[src/rtl/perf_counter_bank.sv]
`default_nettype none
// ============================================================================
// Module      : perf_counter_bank
// Description : Per-channel event counters plus a RUN-cycle counter, with
//               halt freeze, cycle watchdog and a registered readout port.
//               Define PERF_SATURATE_EN to make counters saturate instead of wrap.
// Revision    : 1.0 - initial release
// ============================================================================
module perf_counter_bank #(
    parameter int              NUM_EVENTS  = 8,
    parameter int              CNT_WIDTH   = 32,
    parameter longint unsigned CYCLE_LIMIT = 100000,
    parameter int              SEL_W       = $clog2(NUM_EVENTS + 1)
) (
    input  logic                  clk,
    input  logic                  rst,
    input  logic                  enable,
    input  logic                  clear,
    input  logic                  halt,
    input  logic [NUM_EVENTS-1:0] event_vec,
    input  logic [SEL_W-1:0]      rd_sel,
    output logic [CNT_WIDTH-1:0]  rd_data,
    output logic [CNT_WIDTH-1:0]  cycle_count,
    output logic                  running,
    output logic                  halted,
    output logic                  timeout,
    output logic [NUM_EVENTS-1:0] ovf_vec
);

    localparam logic [1:0] S_IDLE    = 2'd0;
    localparam logic [1:0] S_RUN     = 2'd1;
    localparam logic [1:0] S_HALTED  = 2'd2;
    localparam logic [1:0] S_TIMEOUT = 2'd3;

    localparam logic [CNT_WIDTH-1:0] c_ONE     = CNT_WIDTH'(1);
    localparam logic [SEL_W-1:0]     c_CYC_SEL = SEL_W'(NUM_EVENTS);

    logic [1:0]            r_state;
    logic [1:0]            w_stateNext;
    logic [CNT_WIDTH-1:0]  r_cnt [NUM_EVENTS];
    logic [CNT_WIDTH-1:0]  r_cycle;
    logic [CNT_WIDTH-1:0]  w_cycNext;
    logic [CNT_WIDTH-1:0]  r_rdData;
    logic [CNT_WIDTH-1:0]  w_rdNext;
    logic [NUM_EVENTS-1:0] r_ovf;
    logic                  w_counting;
    logic                  w_wdTrip;

    function automatic logic [CNT_WIDTH-1:0] f_bump(input logic [CNT_WIDTH-1:0] v);
`ifdef PERF_SATURATE_EN
        return (&v) ? v : v + c_ONE;
`else
        return v + c_ONE;
`endif
    endfunction

    assign w_counting = (r_state == S_RUN);
    assign w_cycNext  = f_bump(r_cycle);
    assign w_wdTrip   = (CYCLE_LIMIT != 0) && (64'(w_cycNext) == CYCLE_LIMIT);

    always_ff @(posedge clk) begin
        if (rst) begin
            r_state <= S_IDLE;
        end else begin
            r_state <= w_stateNext;
        end
    end

    // Priority: clear > halt > watchdog > enable
    always_comb begin
        w_stateNext = r_state;
        if (clear) begin
            w_stateNext = S_IDLE;
        end else begin
            case (r_state)
                S_IDLE: if (enable) w_stateNext = S_RUN;
                S_RUN: begin
                    if (halt)          w_stateNext = S_HALTED;
                    else if (w_wdTrip) w_stateNext = S_TIMEOUT;
                    else if (!enable)  w_stateNext = S_IDLE;
                end
                default: w_stateNext = r_state;
            endcase
        end
    end

    always_ff @(posedge clk) begin
        if (rst || clear) begin
            r_cycle <= '0;
            r_ovf   <= '0;
            for (int i = 0; i < NUM_EVENTS; i++) r_cnt[i] <= '0;
        end else if (w_counting) begin
            r_cycle <= w_cycNext;
            for (int i = 0; i < NUM_EVENTS; i++) begin
                if (event_vec[i]) begin
                    r_cnt[i] <= f_bump(r_cnt[i]);
                    if (&r_cnt[i]) r_ovf[i] <= 1'b1;
                end
            end
        end
    end

    // Out-of-range selects read as zero
    always_comb begin
        w_rdNext = '0;
        if (rd_sel == c_CYC_SEL) w_rdNext = r_cycle;
        for (int i = 0; i < NUM_EVENTS; i++) begin
            if (rd_sel == SEL_W'(i)) w_rdNext = r_cnt[i];
        end
    end

    always_ff @(posedge clk) begin
        if (rst) begin
            r_rdData <= '0;
        end else begin
            r_rdData <= w_rdNext;
        end
    end

    assign rd_data     = r_rdData;
    assign cycle_count = r_cycle;
    assign ovf_vec     = r_ovf;
    assign running     = (r_state == S_RUN);
    assign halted      = (r_state == S_HALTED);
    assign timeout     = (r_state == S_TIMEOUT);

endmodule
`default_nettype wire
[config.mk]
export PLATFORM = sky130hd
export DESIGN_NAME = perf_counter_bank
export DESIGN_NICKNAME = d
export VERILOG_FILES = /design/src/rtl/perf_counter_bank.sv
export SDC_FILE = /design/constraint.sdc
export NUM_CORES = 1
export LEC_CHECK = 0
export ABC_CLOCK_PERIOD_IN_PS = 4300
export BUFFER_PORTS_ARGS = -buffer_cell sky130_fd_sc_hd__buf_4
export CORE_MARGIN = 1.5
export CORE_UTILIZATION = 40
export CTS_CLUSTER_SIZE = 28
export DETAILED_ROUTE_END_ITERATION = 7
export SYNTH_ARGS = -nofsm -noshare
export SYNTH_HDL_FRONTEND = slang
export SYNTH_SLANG_ARGS = --single-unit
[constraint.sdc]
create_clock -name clk -period 4.3 [get_ports clk]
set_input_delay 0.645 -clock clk [delete_from_list [all_inputs] [get_ports clk]]
set_output_delay 0.645 -clock clk [all_outputs]
set_load 0.005 [all_outputs]
Yosys cells after proc, flatten, opt, wreduce, memory -nomap -nowiden:

Memory sizes are Yosys's and may differ from the RTL's.
Cells that the tools add are included.

* bits in registers: 74
* memory bits (writable): 256
* input bits: 17
* output and inout bits: 75
* memories: 1

* $add $sub $neg: 9
* equal/unequal tests: 14
* mux-type cells: 56
* bitwise logic cells: 8
* reductions and logical operators: 14

Memory list
* r_cnt: depth 8, bits a word 32, read ports 8, clocked after Yosys merged registers in 0, wr ports 8, line 40 `logic [CNT_WIDTH-1:0] r_cnt [NUM_EVENTS];`

Operators with widths (number)
* $mux W32: 17
* $add A32 B1 Y32 const B: 9
* $reduce_and A34 Y1: 8
* $mux W1: 34
* $eq A32 B17 Y1 const B: 1
* $eq A4 B3 Y1 const B: 4
* $eq A4 B2 Y1 const B: 2
* $mux W2: 4
* $or A1 B1 Y1: 8
* $eq A2 B2 Y1 const B: 2
* $eq A4 B1 Y1 const B: 1
* $eq A4 B4 Y1 const B: 1
* $logic_not A4 Y1: 1
* $ne A4 B3 Y1 const B: 1
* $pmux W2 S2: 1
* $reduce_and A3 Y1: 1
* $eq A2 B1 Y1 const B: 1
* $logic_not A2 Y1: 1
* $ne A2 B2 Y1 const B: 1
* $reduce_bool A2 Y1: 1
* $reduce_or A2 Y1: 1
* $logic_or A1 B1 Y1: 1

Depth between registers and ports, before layout:

Gate-level depths: netlist of the first run.

* depth in word-level cells: 10
* depth in mapped cells: 9

Worst setup path before layout of the first run:

No wires, ideal clock.

* path kind: input-to-reg
* from: in rst
* to: mem r_cnt[0][0] (enable)
* setup time: 0.478 ns
* arrival: 2.040 ns
* path slack: 1.782 ns
* stages: 5
* path buffers: 3
* cell sequence: clkbuf_1 -> nor2_1 -> clkbuf_1 -> clkbuf_1 -> nand2_1

RTL lines
* start: declaration: line 16 `input logic rst,`
* end: declaration: line 40

Worst setup path in the final report of the first run:

* from: reg r_cycle[2] (netlist: cycle_count[2])
* to: reg r_state[1]

* cells in the longest elaborated chain, start to end: 5
* elaborated cells on any way between the ends: 7
* those cells by class: add/sub (1); eq/ne (2); mux (3); reduce/logical (1)

Ends and longest elaborated chain
* start: declaration: line 41 `logic [CNT_WIDTH-1:0] r_cycle;`
* start signal: assignment: line 93 `r_cycle <= w_cycNext;`
* $add A32 B1 Y32 (*): line 53 `return v + c_ONE;`
* $eq A32 B17 Y1 (*): line 59 `assign w_wdTrip = (CYCLE_LIMIT != 0) && (64'(w_cycNext) == CYCLE_LIMIT);`
* $mux W2: line 79 `else if (w_wdTrip) w_stateNext = S_TIMEOUT;`
* $mux W2: line 78 `if (halt) w_stateNext = S_HALTED;`
* $pmux W2 S2: line 75 `case (r_state)`
* end signal: assignment: line 65 `r_state <= w_stateNext;`
* end: declaration: line 38 `logic [1:0] r_state;`

Mark *: on every way between the ends. The rest lies on a longest branch, timed or not.
A chain may end at the register's enable or synchronous reset.

==> summary.md, run 1 <==
| Metric | Value |
|---|---|
| Synth Instances | `1,890` |
| Final Hold Vio Count | `0` |
| Clock sink total | `330` |
| Max_cap viols | `0` |
| Synth cell count leaders | `nor2_1 (312), edfxtp_1 (256), nand2_1 (195), xor2_1 (168), nand3_1 (120)` |
| CTS root buf | `clkbuf_16` |
| Yosys Warn Count | `0` |
| Clk slew on worst S/H paths | `0.06 ns` |
| Period minus WS final | `3.02 ns` |
| Yosys reg bits | `330` |
| Total Wirelength | `57,900 microns` |
| Syn Area/Cell | `9.66 sq um` |
| Worst r2r path cells | `7` |
| Top_reg_cell synth | `edfxtp_1` |
| Fmax | `331 MHz` |
| Crit start category | `register` |
| Clock latency on the worst-skew pair | `0.58 ns` |
| Final hold slack | `0.491 ns` |
| Final Wtd Congestion | `0.960` |
| Share of layout cells above drive strength 1 | `10.9%` |
| Fin area | `20,900 sq um` |
| Fin crit share | `70.3%` |
| Worst EP arrival | `3.52 ns` |
| Post-CTS Resized | `0` |
| Critical path peak fanout | `11` |
| CTS tree | `done` |
| Area Growth Syn to Fin | `14.3%` |
| First-pass GRT wire length | `87,800 microns` |
| Total GRT Usage | `24.5%` |
| Max VDD drop | `304 uV` |
| Placed cell area | `19,600 sq um` |
| Depth of the CTS H-tree | `2` |
| Die extent in x | `217 microns` |
| Die height | `217 microns` |
| Rows | `78` |
| Fin Setup TNS | `0 ns` |
| Leak Pwr | `7.03 nW` |
| CORE AREA | `45,200 sq um` |
| Die ar. | `47,000 sq um` |
| Hold Path Stages | `2` |
| Clock buffer depth | `3` |
| DRT Pass-1 Iters | `7` |
| Cts bufs inserted | `39` |
| ANT cells | `0` |
| Drt drc | `0` |
| Pins over their slew limit | `0` |
| Largest net degree at the start of global routing | `62` |
| RSZ-0062 raised after global routing | `false` |
| Vias | `15,100` |
| Number of global-route vias before repair | `14,100` |
| Power Dens Cells | `364 nW/um^2` |
| EDFF count, synth | `256` |
| # fillers | `4,308` |
| ANT nets after route | `0` |
| HP Class | `register to register` |
| Post-CTS Setup Bufs | `0` |
| CP required | `4.79 ns` |
| Worst slew margin | `20.5%` |
| Cell accounting for the most synthesized area | `edfxtp_1` |
| Vias per cell | `5.85` |
| IO Port Bufs | `91` |
| Hpwl dp | `42,400 microns` |
| Wirelength per Cell | `22.4 microns` |
| Initial antenna violation count | `0` |
| Final core utilization | `46.2%` |
| Starting Density | `40.4%` |
| Status | `finished clean` |
| Grt total ovfl | `0` |
| Yosys top cell area share | `42.1%` |
| Post-synthesis sequential area ratio | `50.2%` |
| Mapped Area | `18,300 sq um` |
| Cell with the most instances after synthesis | `nor2_1` |
| Setup-failing EPs final | `0` |
| Initial DRC Count | `1,937` |
| Async SR Flop Fraction | `0%` |
| Distinct cell type count after synthesis | `61` |
| Synth area leaders | `edfxtp_1 (42%), dfxtp_1 (8.1%), xor2_1 (8.1%)` |
| Fin Clk Skew | `0.0298 ns` |
| Hold-fix buffers, CTS | `0` |
| Mapped Nets | `1,917` |
| Worst Tran Pin Value | `1.19 ns` |
| Fin nets | `1,980` |
| Num ports | `92` |
| Kind of critical path | `register to register` |
| CP endpoint kind | `register` |
placed cells by master (no fill, tap or decap), drive strengths merged, types with 6 or more instances in the layout:
master and count:
a221oi 25, nand4 65, a21oi 65, nor4 19
nor2 313, dfxtp 74, and3 34, or3 44
xor2 168, ha 10, xnor2 71, a222oi 14
nand3 121, a22oi 37, edfxtp 256, o2111ai 7
and2 23, nor3 29, mux2i 35, nand2 196
nor2b 6, clkinv 12, o21ai 74, buf 119
and4 25, clkbuf 56, inv 24, a31oi 25
routing by layer:
layer	part of all wire (%)	wire, microns	up-vias	GRT usage (%)
met3	10	6060	101	5.46
met5	0	0	-	0
met4	3.3	1910	0	9.14
li1	-	-	6960	-
met2	45	25800	720	37.6
met1	42	24200	7348	33.9
flip-flops by register name (all words and copies together), names as in the netlist:
name and count:
cycle_count 32, ovf_vec 8, r_state 2, r_cnt 256
rd_data 32
cell type report:
cell class	count	area, sq um	share of cell area, %
flip-flops and latches	330	9170	43.9
multi-input cells	1440	8650	41.4
clock buffers	56	1160	5.56
repair buffers	119	893	4.28
well taps	600	751	3.59
clock inverters	16	169	0.809
inverters	23	86.3	0.413
path summary, 6_finish.rpt:
check                                     from    endpoint  slack (ns)
worst min-delay path                ovf_vec[5]  ovf_vec[5]        0.49
worst min register to register      ovf_vec[5]  ovf_vec[5]        0.49
worst max-delay path            cycle_count[2]  r_state[1]        1.28
worst max register to register  cycle_count[2]  r_state[1]        1.28
metrics by stage:
stage          cells  total power, mW  setup WS, ns
5_1_grt         2584             7.82          1.25
4_1_cts         2584             7.65          1.35
3_5_place_dp    2512             4.22          1.21
6_report        2584             7.60          1.28
3_3_place_gp    2512             4.21          1.30
2_1_floorplan   1890             4.00          1.78
worst max-delay path, cell delays in order (launching register included):
cell and delay [ns]:
dfxtp_1 0.72, and4_1 0.46, and2_1 0.37, xnor2_1 0.17, o221ai_1 0.28, nor4_1 0.47, and4_1 0.29, a41o_1 0.18
cell families (layout without fill, tap and decap cells):
kind of cell / count (synthesis) / count (layout) / share of synthesized area [%]
simple gates: 898 / 898 / 24.2
buf+inv: 120 / 214 / 2.57
xor+xnor: 239 / 239 / 11.5
fa+ha+maj: 10 / 10 / 0.685
flops: 330 / 330 / 50.2
compound gates: 258 / 258 / 8.99
mux: 35 / 35 / 1.92
report_power, final:
part	internal, mW	total, mW	switching [mW]	leakage [nW]
Sequential	3.58	3.79	0.207	3.46
Combinational	0.139	0.381	0.242	2.91
Clock	2.06	3.43	1.37	0.660
Total	5.78	7.60	1.82	7.03
No activity file was read; power rests on OpenSTA's default activity.
==> inputs of run 2 (changes only) <==
Settings changed: ABC_AREA set to 1, ABC_CLOCK_PERIOD_IN_PS 4300 to 2500.
Clock period 4.3 ns to 2.5 ns, I/O delays scaled along.
==> run 2 against run 1 <==
  * Non-clock buffer count rose by 62
  * Sequential cell count did not move
  * Clock-buffer cell count fell by 6
  * Critical path depth fell by 1
  * Highest routed layer unchanged
==> summary.md, run 2 <==
| Metric | Value |
|---|---|
| ANT nets after route | `0` |
| Setup-failing EPs final | `0` |
| Vias per cell | `5.59` |
| Largest net degree at the start of global routing | `50` |
| Final Wtd Congestion | `0.987` |
| Synth cell count leaders | `nand2_1 (547), inv_1 (366), nor2_1 (301), edfxtp_1 (256), a21oi_1 (214)` |
| Clk pwr share | `44.4%` |
| Critical path peak fanout | `13` |
| Synth area leaders | `edfxtp_1 (38%), nand2_1 (10%), dfxtp_1 (7.4%)` |
| Synth Instances | `2,611` |
| Worst Tran Pin Value | `0.689 ns` |
| Async SR Flop Fraction | `0%` |
| Hold_sp | `event_vec[7]` |
| CTS root buf | `clkbuf_16` |
| Max VDD drop | `498 uV` |
| Max stage delay cell, worst path | `dfxtp_1` |
| Starting Density | `40.8%` |
| Internal power | `9.93 mW` |
| Fmax | `410 MHz` |
| Die extent in x | `227 microns` |
| Clock sink total | `330` |
| Yosys Warn Count | `0` |
| ANT cells | `0` |
| Final std cells w/o fill | `3,466` |
| Cell accounting for the most synthesized area | `edfxtp_1` |
| Final Hold Vio Count | `0` |
| Max_cap viols | `0` |
| Hold-fix buffers, CTS | `0` |
| Largest stage delay, worst path | `0.35 ns` |
| Fin Clk Skew | `0.0254 ns` |
| Yosys top cell area share | `38.2%` |
| Final hold slack | `0.150 ns` |
| Share of layout cells above drive strength 1 | `14.1%` |
| Reg with most FFs | `r_cnt` |
| DRT Pass-1 Iters | `6` |
| Cts bufs inserted | `41` |
| Wirelength per Cell | `20.8 microns` |
| Max reg flops | `256` |
| Depth of the CTS H-tree | `2` |
| EDFF count, synth | `256` |
| Status | `finished clean` |
| Cell with the most instances after synthesis | `nand2_1` |
| Worst EP arrival | `2.07 ns` |
| CORE AREA | `49,300 sq um` |
| Power Dens Cells | `569 nW/um^2` |
| Clock latency on the worst-skew pair | `0.58 ns` |
| IO Port Bufs | `91` |
| Part of the power in combinational logic | `6.9%` |
| Area occupied by multi-input gates | `9390 sq um` |
| WP buf/inv | `5` |
| Hpwl dp | `55,900 microns` |
| Mapped Area | `20,100 sq um` |
| Worst Setup SP | `r_state[1]` |
| Syn Area/Cell | `7.70 sq um` |
| Post-Place Cells | `3,373` |
| Drt drc | `0` |
| CP endpoint kind | `output pin` |
| Mapped Nets | `2,638` |
| CTS tree | `done` |
| # fillers | `4,905` |
| Crit-path cells | `inv_1, nand2_1, clkinv_2, buf_4, buf_4, buf_4` |
| First-pass GRT wire length | `108,000 microns` |
| Die ar. | `51,600 sq um` |
| Reg-to-Reg Start | `r_cnt[0][64]` |
| Leak Pwr | `8.66 nW` |
| Crit start category | `register` |
| Net Sw Frac | `26.1%` |
| Num ports | `92` |
| Most common cell after layout, fill and taps aside | `nand2_1` |
| Rows | `81` |
| Most frequent CP cell | `buf_4` |
| Total Wirelength | `72,100 microns` |
| Fin nets | `2,799` |
| Total design power | `13.4 mW` |
| HP Class | `primary input to register` |
| Area Growth Syn to Fin | `17.5%` |
| CP required | `2.12 ns` |
| Top_reg_cell synth | `edfxtp_1` |
| Distinct cell type count after synthesis | `54` |
| Sequential Power Share | `48.7%` |
| Die height | `227 microns` |
| Most frequent cells in the layout | `nand2_1 (545), inv_1 (365), nor2_1 (295)` |
| Yosys reg bits | `330` |
| Worst slew margin | `53.6%` |
| P_sw | `3.51 mW` |
| Number of global-route vias before repair | `17,800` |
| Setup WS post-layout | `0.0583 ns` |
| Pins over their slew limit | `0` |
| Kind of cell adding the most delay to the critical path | `buffers and inverters` |
| Clk slew on worst S/H paths | `0.06 ns` |
| Total GRT Usage | `27.8%` |
| Fin crit share | `97.7%` |
| Fin area | `23,600 sq um` |
| Kind of critical path | `register to output pin` |
| Grt total ovfl | `0` |
| FF+latch area | `9180 sq um` |
| Initial DRC Count | `1,898` |
| Initial antenna violation count | `1` |
| Clock buffer depth | `3` |
| Period minus WS final | `2.44 ns` |
| Vias | `19,400` |
| Placed cell area | `22,000 sq um` |
| Post-synthesis sequential area ratio | `45.6%` |
| Setup slack at placement | `-0.0484 ns` |
-- run 2: routing by layer --
layer  routed length (microns)  GRT usage [%]  vias up
li1                          -              -     9217
met1                     30800           38.2     9166
met2                     32200           43.3      853
met3                      6080           4.84      154
met4                      3040           11.6        0
met5                         0              0        -
-- run 2: worst register-to-register path, delay by kind of cell, from the launching register on --
family	cells	cell delay, ns
AO/OA/AOI/OAI	2	0.24
flip-flops	1	0.41
AND/OR/NAND/NOR	9	1.27
adder cells (fa/ha/maj)	1	0.20
-- run 2: kinds of logic after synthesis --
group / share of synthesized area, %
AOI/OAI and AO/OA: 13.4
DFF: 45.6
xor gates and xnor gates: 1.13
buffers and inverters: 8.40
adders and majority gates: 0.622
and+or+nand+nor: 30.8
-- run 2: area by class of cell --
type                       instances  share of cell area, %
multi-input combinational       1834                   39.7
timing repair buffer             181                   6.33
clock buffer                      50                   4.53
clock inverter                    23                  0.948
tap                              664                   3.52
sequential                       330                   38.8
inverter                         384                   6.11
-- run 2: per-stage QoR --
step / util (%) / setup TNS [ns]
3_3_place_gp: 44.7 / -0.0266
6_report: 48.0 / 0
4_1_cts: 47.4 / 0
3_5_place_dp: 44.7 / -0.0484
5_1_grt: 48.0 / -0.0527
2_1_floorplan: - / 0
-- run 2: path summary, 6_finish.rpt --
kind	to	slack (ns)	cells past startpoint
setup / recovery	running	0.06	6
hold / removal	ovf_vec[7]	0.15	3
setup reg to reg	r_cnt[0][86]	0.12	12
hold reg to reg	ovf_vec[7]	0.46	2
-- run 2: what timing repair did --
item	4_1_cts	5_1_grt
endpoints found under the setup margin	0	33
gates resized for setup	0	37
buffers inserted	0	20
-- run 2: power groups by stage --
stage | Combinational [mW] | Clock (mW) | Sequential, mW
2_1_floorplan | 0.522 | 0 | 6.48
3_3_place_gp | 0.880 | 0 | 6.64
3_5_place_dp | 0.891 | 0 | 6.64
4_1_cts | 0.895 | 6.03 | 6.53
5_1_grt | 1.02 | 6.21 | 6.57
6_report | 0.929 | 5.96 | 6.55
==> inputs of run 3 (changes only) <==
Settings changed: ABC_CLOCK_PERIOD_IN_PS 2500 to 2600, CORE_UTILIZATION 40 to 63, PLACE_DENSITY set to 0.81.
Clock period 2.5 ns to 2.6 ns, I/O delays scaled along.
==> run 3 against run 2 <==
  * The run now ends with setup timing left
  * Clock power down 14%
  * Non-clock buffer count down 40
  * Clock skew down 0.0053 ns
  * Sequential cell count unchanged
  * Critical endpoint is now rd_data[26]
  * Register-to-register slack about the same
  * Hold slack better by 0.068 ns
  * Final cell count down 8.9%
  * Die area down 36%
  * Wire length down 9.8%
==> summary.md, run 3 (synthesis gave the netlist of run 2 again) <==
| Metric | Value |
|---|---|
| Final core utilization | `72.2%` |
| Total GRT Usage | `39.0%` |
| RSZ-0062 raised after global routing | `true` |
| Status | `complete, but fails checks` |
| WP buf/inv | `2` |
| Die extent in x | `182 microns` |
| Num ports | `92` |
| IO Port Bufs | `91` |
| CP endpoint kind | `register` |
| ANT nets after route | `0` |
| Share of layout cells above drive strength 1 | `12.0%` |
| Die ar. | `33,000 sq um` |
| Largest net degree at the start of global routing | `50` |
| Most frequent cells in the layout | `nand2_1 (546), inv_1 (365), nor2_1 (299)` |
| Fin Clk Skew | `0.0201 ns` |
| Failing checks | `setup timing` |
| Leak Pwr | `8.36 nW` |
| Setup-failing EPs final | `1` |
| CTS tree | `done` |
| HP Class | `primary input to register` |
| Worst slew margin | `51.3%` |
| Net Sw Frac | `25.3%` |
| Fin nets | `2,755` |
| CP required | `2.97 ns` |
| Max_cap viols | `0` |
| Hpwl dp | `49,100 microns` |
| CTS root buf | `clkbuf_16` |
| Clk slew on worst S/H paths | `0.06 ns` |
| First-pass GRT wire length | `99,600 microns` |
| Setup WS post-layout | `-0.0263 ns` |
| Total Wirelength | `65,000 microns` |
| Fmax | `381 MHz` |
| Vias | `19,500` |
| Area Growth Syn to Fin | `13.0%` |
| CORE AREA | `31,500 sq um` |
| Crit start category | `primary input` |
| Largest stage delay, worst path | `0.66 ns` |
| Setup slack at placement | `-0.361 ns` |
| Drt drc | `0` |
| Fin Setup TNS | `-0.0263 ns` |
| Wirelength per Cell | `20.6 microns` |
| Critical path peak fanout | `22` |
| Grt total ovfl | `0` |
| Final Wtd Congestion | `1.01` |
| Die height | `182 microns` |
| Rows | `65` |
| Vias per cell | `6.18` |
| DRT Pass-1 Iters | `6` |
| Clk pwr share | `41.9%` |
| Max reg flops | `256` |
| ANT cells | `0` |
| Reg with most FFs | `r_cnt` |
| Initial antenna violation count | `1` |
| Final hold slack | `0.218 ns` |
| Most frequent CP cell | `buf_4` |
| Max stage delay cell, worst path | `nor3_1` |
| Max VDD drop | `590 uV` |
| Pins over their slew limit | `0` |
| Internal power | `9.14 mW` |
| Worst Tran Pin Value | `0.725 ns` |
| Fin crit share | `101%` |
| Number of global-route vias before repair | `18,100` |
| Clock latency on the worst-skew pair | `0.53 ns` |
| Kind of cell adding the most delay to the critical path | `compound AO/OA/AOI/OAI gates` |
| Part of the power in combinational logic | `7.0%` |
| Clock sink total | `330` |
| P_sw | `3.10 mW` |
| Depth of the CTS H-tree | `2` |
| Worst EP arrival | `3.00 ns` |
| Most common cell after layout, fill and taps aside | `nand2_1` |
| Cts bufs inserted | `37` |
| Starting Density | `63.9%` |
| Hold-fix buffers, CTS | `0` |
| Crit-path cells | `buf_4, nor2_1, nand2_1, buf_4, o22ai_1, a221oi_1, o21ai_0, nor3_1, a31oi_1` |
| Clock buffer depth | `3` |
| Period minus WS final | `2.63 ns` |
| Kind of critical path | `primary input to register` |
| Initial DRC Count | `2,401` |
| Sequential Power Share | `51.0%` |
| Power Dens Cells | `539 nW/um^2` |
| Final Hold Vio Count | `0` |
## run 3: cell count changes in the layout (fill, tap and decap cells not counted), sizes merged
cell | before | now
clkinv | 17 | 13
inv | 383 | 382
bufinv | 4 | 1
clkinvlp | 3 | 0
clkbuf | 50 | 55
buf | 181 | 141
## run 3: power by group through the flow
stage	clock [mW]	combinational [mW]	sequential (mW)
6_report	5.14	0.862	6.25
5_1_grt	5.32	0.929	6.27
4_1_cts	5.13	0.833	6.23
3_5_place_dp	0	0.826	6.34
3_3_place_gp	0	0.808	6.33
2_1_floorplan	0	0.502	6.23
## run 3: cell type report
cell class                      instances  area [sq um]
Fill cell                            2515          8750
Inverter                              384          1440
Tap cell                              402           503
Multi-Input combinational cell       1834          9330
Timing Repair Buffer                  141          1120
Clock buffer                           55          1070
Clock inverter                         12          95.1
Sequential cell                       330          9170
## run 3: worst min-delay path: stages
cell	delay [ns]
buf_4	0.09
a21oi_1	0.06
nand3_1	0.08
nand2_1	0.05
inv_1	0.04
## run 3: metal layers
metal | vias to the layer above | GRT usage (%) | routed length (microns)
met3 | 181 | 4.75 | 6150
met2 | 1107 | 62.8 | 29600
met5 | - | 0 | 0
met1 | 9123 | 53.4 | 26100
li1 | 9097 | - | -
met4 | 0 | 17.1 | 3220
## run 3: timing repair
| item | CTS | global route |
|---|---|---|
| gates resized for setup | 0 | 17 |
| setup endpoints to repair | 0 | 17 |
| buffers inserted | 0 | 2 |
## run 3: final timing paths
check / endpoint / from / slack, ns / cells after the start
setup / recovery: rd_data[26] / rd_sel[3] / -0.03 / 9
hold / removal: r_state[0] / enable / 0.22 / 5
setup reg to reg: rd_data[26] / r_cnt[0][26] / 0.11 / 6
hold reg to reg: ovf_vec[7] / ovf_vec[7] / 0.46 / 2
## run 3: per-stage QoR
step / instances / power (mW) / cell area, sq um
CTS: 3156 / 12.2 / 22600
global route: 3158 / 12.5 / 22700
global placement: 3089 / 7.14 / 21500
finish: 3158 / 12.2 / 22700
detailed placement: 3089 / 7.16 / 21500
floorplan: 2611 / 6.73 / 20100
